**config.mk**
```make
export PLATFORM = sky130hd
export DESIGN_NAME = linebuf_ctrl
export DESIGN_NICKNAME = d
export VERILOG_FILES = /design/src/rtl/linebuf_pkg.sv /design/src/rtl/linebuf_scan.sv /design/src/rtl/linebuf_ctrl.sv
export SDC_FILE = /design/constraint.sdc
export NUM_CORES = 1
export LEC_CHECK = 0
export ABC_AREA = 1
export BUFFER_PORTS_ARGS = -buffer_cell sky130_fd_sc_hd__buf_2
export CAP_MARGIN = 40
export CORE_MARGIN = 5
export CORE_UTILIZATION = 35
export DETAILED_ROUTE_END_ITERATION = 10
export PLACE_DENSITY = 0.69
export SKIP_LAST_GASP = 1
export SYNTH_ARGS = -nofsm -noshare
export SYNTH_HDL_FRONTEND = slang
export SYNTH_HIERARCHICAL = 1
export SYNTH_SLANG_ARGS = --single-unit
```
**constraint.sdc**
```tcl
create_clock -name clk -period 4.05 [get_ports clk]
set_input_delay 0.81 -clock clk [delete_from_list [all_inputs] [get_ports clk]]
set_output_delay 0.81 -clock clk [all_outputs]
set_load 0.005 [all_outputs]
```
**src/rtl/linebuf_pkg.sv**
```systemverilog
// Shared types and widths for the ping-pong line-buffer controller.
package linebuf_pkg;

    // Fill FSM states: request a line, accept bytes, wait for the line swap.
    typedef enum logic [1:0] {
        REQ  = 2'd0,
        FILL = 2'd1,
        DONE = 2'd2
    } fill_state_e;

    localparam int BYTE_IDX_W = 7;
    localparam int NIB_W      = 4;
    localparam int RAM_ADA_W  = 8;
    localparam int RAM_ADB_W  = 9;

endpackage

```
**src/rtl/linebuf_scan.sv**
```systemverilog
// Scanout side of the line buffer: pixel counter, optional pixel doubling
// (LINEBUF_PIXEL_DOUBLE_EN), port B addressing and the 1-cycle output stage.
// pix_en is a one-cycle strobe; pix_valid_o follows it exactly one cycle later.
module linebuf_scan
    import linebuf_pkg::*;
#(
    parameter int                LINE_PIXELS = 256,
    parameter logic [NIB_W-1:0]  BG_COLOR    = 4'h0
) (
    input  logic                  clk,
    input  logic                  rst_n,
    input  logic                  line_start_i,
    input  logic                  pix_en_i,
    input  logic                  front_i,
    input  logic                  front_valid_i,
    input  logic [NIB_W-1:0]      ram_doutb_i,
    output logic [RAM_ADB_W-1:0]  ram_adb_o,
    output logic                  ram_ceb_o,
    output logic [NIB_W-1:0]      pix_out_o,
    output logic                  pix_valid_o
);

    localparam logic [8:0] CNT_LIMIT = 9'(LINE_PIXELS);

    logic [8:0]       pix_cnt_q, pix_cnt_d, cnt_eff;
    logic             in_range, step;
    logic             pix_valid_q, rd_ok_q;
    logic [NIB_W-1:0] hold_q;

`ifdef LINEBUF_PIXEL_DOUBLE_EN
    logic phase_q, phase_d, phase_eff;

    // Phase bit: the counter advances only on the second pix_en of each pair.
    always_comb begin
        phase_eff = line_start_i ? 1'b0 : phase_q;
        phase_d   = pix_en_i ? ~phase_eff : phase_eff;
        step      = phase_eff;
    end

    // Phase register, cleared by reset and by every line_start.
    always_ff @(posedge clk or negedge rst_n) begin
        if (!rst_n) phase_q <= 1'b0;
        else        phase_q <= phase_d;
    end
`else
    assign step = 1'b1;
`endif

    // A line_start in the same cycle as pix_en restarts the line before the read.
    always_comb begin
        cnt_eff   = line_start_i ? 9'd0 : pix_cnt_q;
        in_range  = (cnt_eff < CNT_LIMIT);
        pix_cnt_d = cnt_eff;
        if (pix_en_i && step && (cnt_eff != CNT_LIMIT))
            pix_cnt_d = cnt_eff + 9'd1;
        ram_ceb_o = pix_en_i;
        ram_adb_o = pix_en_i ? {front_i, cnt_eff[7:0]} : '0;
    end

    // Counter and the read-qualifier pipeline stage.
    always_ff @(posedge clk or negedge rst_n) begin
        if (!rst_n) begin
            pix_cnt_q   <= '0;
            pix_valid_q <= 1'b0;
            rd_ok_q     <= 1'b0;
            hold_q      <= BG_COLOR;
        end else begin
            pix_cnt_q   <= pix_cnt_d;
            pix_valid_q <= pix_en_i;
            rd_ok_q     <= pix_en_i && in_range && front_valid_i;
            if (pix_valid_q) hold_q <= pix_out_o;
        end
    end

    // BRAM data arrives the cycle after the read; hold the last pixel otherwise.
    always_comb begin
        pix_out_o = hold_q;
        if (pix_valid_q) pix_out_o = rd_ok_q ? ram_doutb_i : BG_COLOR;
    end

    assign pix_valid_o = pix_valid_q;

endmodule

```
**src/rtl/linebuf_ctrl.sv**
```systemverilog
// Ping-pong line-buffer controller: fills the back bank over BRAM port A,
// scans the front bank out over port B, swaps banks on line_start.
// Upstream handshake: a byte transfers on a clock edge where fill_valid and
// fill_ready are both high. Optional macro: LINEBUF_PIXEL_DOUBLE_EN.
module linebuf_ctrl
    import linebuf_pkg::*;
#(
    parameter int                LINE_PIXELS = 256,
    parameter logic [NIB_W-1:0]  BG_COLOR    = 4'h0
) (
    input  logic                  clk,
    input  logic                  rst_n,
    input  logic                  line_start,
    input  logic                  pix_en,
    output logic [NIB_W-1:0]      pix_out,
    output logic                  pix_valid,
    output logic                  fill_req,
    input  logic [7:0]            fill_data,
    input  logic                  fill_valid,
    output logic                  fill_ready,
    output logic                  underrun,
    input  logic                  clear_underrun,
    output logic [RAM_ADA_W-1:0]  ram_ada,
    output logic [7:0]            ram_dina,
    output logic                  ram_cea,
    output logic                  ram_wrea,
    output logic [RAM_ADB_W-1:0]  ram_adb,
    output logic                  ram_ceb,
    input  logic [NIB_W-1:0]      ram_doutb,
    output fill_state_e           dbg_fill_state
);

    localparam logic [BYTE_IDX_W-1:0] LAST_IDX = BYTE_IDX_W'(LINE_PIXELS / 2 - 1);

    fill_state_e           state_q;
    logic [BYTE_IDX_W-1:0] byte_cnt_q;
    logic                  front_q, front_d, front_valid_q, front_valid_d;
    logic                  fill_req_q, fill_ready_q, underrun_q;
    logic                  accept, last_accept, line_done, line_under;

    // Handshake decode and bank-swap decision; a final byte landing with
    // line_start still completes the line.
    always_comb begin
        accept        = fill_valid && fill_ready_q;
        last_accept   = accept && (byte_cnt_q == LAST_IDX);
        line_done     = line_start && ((state_q == DONE) || last_accept);
        line_under    = line_start && !line_done;
        front_d       = line_done ? ~front_q : front_q;
        front_valid_d = front_valid_q || line_done;
        ram_cea       = accept;
        ram_wrea      = accept;
        ram_ada       = accept ? {~front_q, byte_cnt_q} : '0;
        ram_dina      = accept ? fill_data : '0;
    end

    // Fill FSM with bank selection and sticky underrun flag.
    always_ff @(posedge clk or negedge rst_n) begin
        if (!rst_n) begin
            state_q       <= REQ;
            byte_cnt_q    <= '0;
            front_q       <= 1'b0;
            front_valid_q <= 1'b0;
            fill_req_q    <= 1'b0;
            fill_ready_q  <= 1'b0;
            underrun_q    <= 1'b0;
        end else begin
            front_q       <= front_d;
            front_valid_q <= front_valid_d;
            fill_req_q    <= 1'b0;
            if (clear_underrun)  underrun_q <= 1'b0;
            else if (line_under) underrun_q <= 1'b1;
            if (line_start) begin
                state_q      <= REQ;
                fill_ready_q <= 1'b0;
            end else begin
                case (state_q)
                    REQ: begin
                        fill_req_q   <= 1'b1;
                        fill_ready_q <= 1'b1;
                        byte_cnt_q   <= '0;
                        state_q      <= FILL;
                    end
                    FILL: begin
                        if (accept) begin
                            byte_cnt_q <= byte_cnt_q + 1'b1;
                            if (last_accept) begin
                                fill_ready_q <= 1'b0;
                                state_q      <= DONE;
                            end
                        end
                    end
                    default: ;
                endcase
            end
        end
    end

    assign fill_req       = fill_req_q;
    assign fill_ready     = fill_ready_q;
    assign underrun       = underrun_q;
    assign dbg_fill_state = state_q;

    linebuf_scan #(
        .LINE_PIXELS (LINE_PIXELS),
        .BG_COLOR    (BG_COLOR)
    ) u_scan (
        .clk           (clk),
        .rst_n         (rst_n),
        .line_start_i  (line_start),
        .pix_en_i      (pix_en),
        .front_i       (front_d),
        .front_valid_i (front_valid_d),
        .ram_doutb_i   (ram_doutb),
        .ram_adb_o     (ram_adb),
        .ram_ceb_o     (ram_ceb),
        .pix_out_o     (pix_out),
        .pix_valid_o   (pix_valid)
    );

endmodule

```
==> metrics.yaml <==
outcome:
  status: "finished, final reports clean"
logic_synthesis:
  synth.net_count: 256
  synth_seq_area_share: 0.422
  synth.most_common_cell: "nand2_1"
  ys_top_cells_by_count: "nand2_1 (59), inv_1 (38), nor2_1 (38)"
  synth_warnings: 6
  synth_ff_type: "dfrtp_1"
  async_flop_share: 1.00
  ys_types: 24
  synth_top_cell_by_area: "dfrtp_1"
  syn_inst: 236
  synthTopCellsByArea: "dfrtp_1 (42%), nand2_1 (13%), inv_1 (8.6%), nor2_1 (8.6%), nand3_1 (5.1%)"
  synth_area_mm2: 0.00166
  ys_ff_latch: 28
  synth.avg_cell_area_um2: 7.04
  yosys.area.top_type_share: 0.422
  synth_edf_count: 0
power:
  leakagePower_nw: 1.23
  power.density_mw_per_mm2: 384
  power.clock.fraction: 0.281
  switching_share: 0.326
  switching_power_uw: 256
  vdd_ir_drop_max_mv: 0.134
  combPwrFrac: 0.274
  p_int_uw: 529
  power_frac_seq: 0.445
timing:
  skew_ns: 0.00247
  min_period_ns: 2.67
  slew_violations: 0
  rsz0062_at_grt: "false"
  slew_headroom: 0.600
  fin_hold_ws_ns: 0.474
  finalHoldViolCount: 0
  tns_ns: 0
  fmax_mhz: 374
  setup_viol: 0
  period_share: 0.660
  worstMarginPinSlew_ns: 0.600
setup_path:
  worstPathMaxFanout: 17
  crit_required_ns: 3.24
  r2r-start: "u_scan/pix_cnt_q[1]"
  critical_path.endpoint_type: "output pin"
  crit_type: "in -> out"
  start_kind: "primary input"
  worstPathArrival_ns: 1.86
  critPathLaunch: "fill_valid"
clocking:
  ctsHoldBuffers: 0
  clock_latency_ns: 0.28
  clk_transition_reported_paths_ns: 0.09
  cts_buffers: 3
  cts_tree: "done"
  cts_setup_buffers: 0
  htree_levels: 1
  ctsResizeCount: 0
  cts.path.max_buffers: 2
  clkSinkCount: 28
  cts_root_buffer: "clkbuf_8"
global_route:
  grt_usage: 0.128
  grt-ovfl-total: 0
  grt_max_degree: 29
  grt_pass1_wl_mm: 6.49
  grt_pass1_vias: 1460
  antenna_found_initial: 0
place:
  post-place-cells: 340
  dp_hpwl_mm: 2.92
  port_buffers: 55
  gp_congestion: 0.822
  placed_area_mm2: 0.00197
final_layout:
  finalInstanceArea_mm2: 0.00204
  final_cells: 344
  fill_cells: 469
  nets: 311
  area_growth_pct: 23.1
  n_antenna_cell: 0
  finish.utilization: 0.439
  drive_gt1_frac: 0.272
flow_run:
  drv_cap: 0
detailed_routing:
  ant_nets: 0
  avgRoutedWirePerCell_um: 10.6
  dr.pass1.iters: 4
  routed_wl_mm: 3.64
  initialDrtViolationCount: 66
  drc: 0
  num_vias: 1562
  via_per_inst: 4.54
floorplan:
  coreArea_mm2: 0.00466
  die_w_um: 78.9
  start_util: 0.356
  dieHeight_um: 78.9
  ios: 56
  num_rows: 25
  dieArea_mm2: 0.00622
hold_path:
  hp-class: "reg -> reg"
  min_from: "front_valid_q"
final timing paths:
check,end,slack [ns],cells past startpoint
min in group asynchronous,byte_cnt_q[4],0.53,1
max in group asynchronous,u_scan/pix_cnt_q[2],3.13,1
worst min register to register,front_valid_q,0.47,2
worst min-delay path,front_valid_q,0.47,2
worst max-delay path,ram_adb[8],1.38,11
worst max register to register,u_scan/pix_cnt_q[6],2.51,8
metal layers:
layer	vias to the layer above	part of all wire	global-route usage	wire, um
li1	821	-	-	-
met1	713	0.45	0.162	1620
met2	25	0.50	0.223	1820
met3	3	0.046	0.0249	168
met4	0	0.0080	0.0309	29
met5	-	0	0	0
cells by family (layout without fill, tap and decap cells):
group	after synthesis	after routing	synth area share
adders and majority gates	2	2	0.0151
xor gates and xnor gates	4	4	0.0211
and+or+nand+nor	133	133	0.359
buffers and inverters	48	102	0.117
DFF	28	28	0.422
AOI/OAI and AO/OA	21	21	0.0656
registers in the layout, indices dropped and copies added (netlist names):
register / count
byte_cnt_q: 7
u_scan/hold_q: 4
front_q: 1
dbg_fill_state: 2
underrun: 1
u_scan/pix_valid_o: 1
fill_req: 1
u_scan/pix_cnt_q: 9
front_valid_q: 1
u_scan/rd_ok_q: 1
cells in the final DEF, fill, tap and decap left out, types with 3 or more instances in the layout:
cell,count
clkbuf_8,3
nor2_2,5
o21ai_0,12
dfrtp_1,28
nand2_2,4
inv_1,38
buf_2,55
nand3_1,17
a21oi_1,7
inv_2,4
nor2_1,38
nand2_1,59
power groups by stage:
stage | clock network [mW] | registers, mW | logic (mW)
final | 0.221 | 0.349 | 0.215
after global placement | 0 | 0.354 | 0.217
after global routing | 0.241 | 0.358 | 0.251
after CTS | 0.231 | 0.351 | 0.221
after floorplan | 0 | 0.349 | 0.142
after detailed placement | 0 | 0.356 | 0.219
critical path: stages:
cell     delay (ns)
buf_2          0.11
nand2_2        0.20
nor2_4         0.16
nand2_2        0.09
nand2_2        0.07
nand2_1        0.06
nand2_1        0.07
nand2_1        0.07
nand2_1        0.07
inv_1          0.03
buf_2          0.12
area by class of cell:
cell class | instances | area, um2 | share of cell area
tap | 54 | 67.6 | 0.0330
clock buffer | 3 | 41.3 | 0.0202
clock inverter | 1 | 30.0 | 0.0147
multi-input combinational | 160 | 766 | 0.375
sequential | 28 | 701 | 0.343
timing repair buffer | 55 | 275 | 0.135
inverter | 43 | 164 | 0.0802
metrics by stage:
| stage | total power, mW | setup WS [ns] |
|---|---|---|
| after floorplan | 0.491 | 1.82 |
| after global placement | 0.571 | 1.41 |
| after detailed placement | 0.576 | 1.36 |
| after CTS | 0.802 | 1.36 |
| after global routing | 0.849 | 1.16 |
| final | 0.785 | 1.38 |
(Power assumes the default switching activity.)
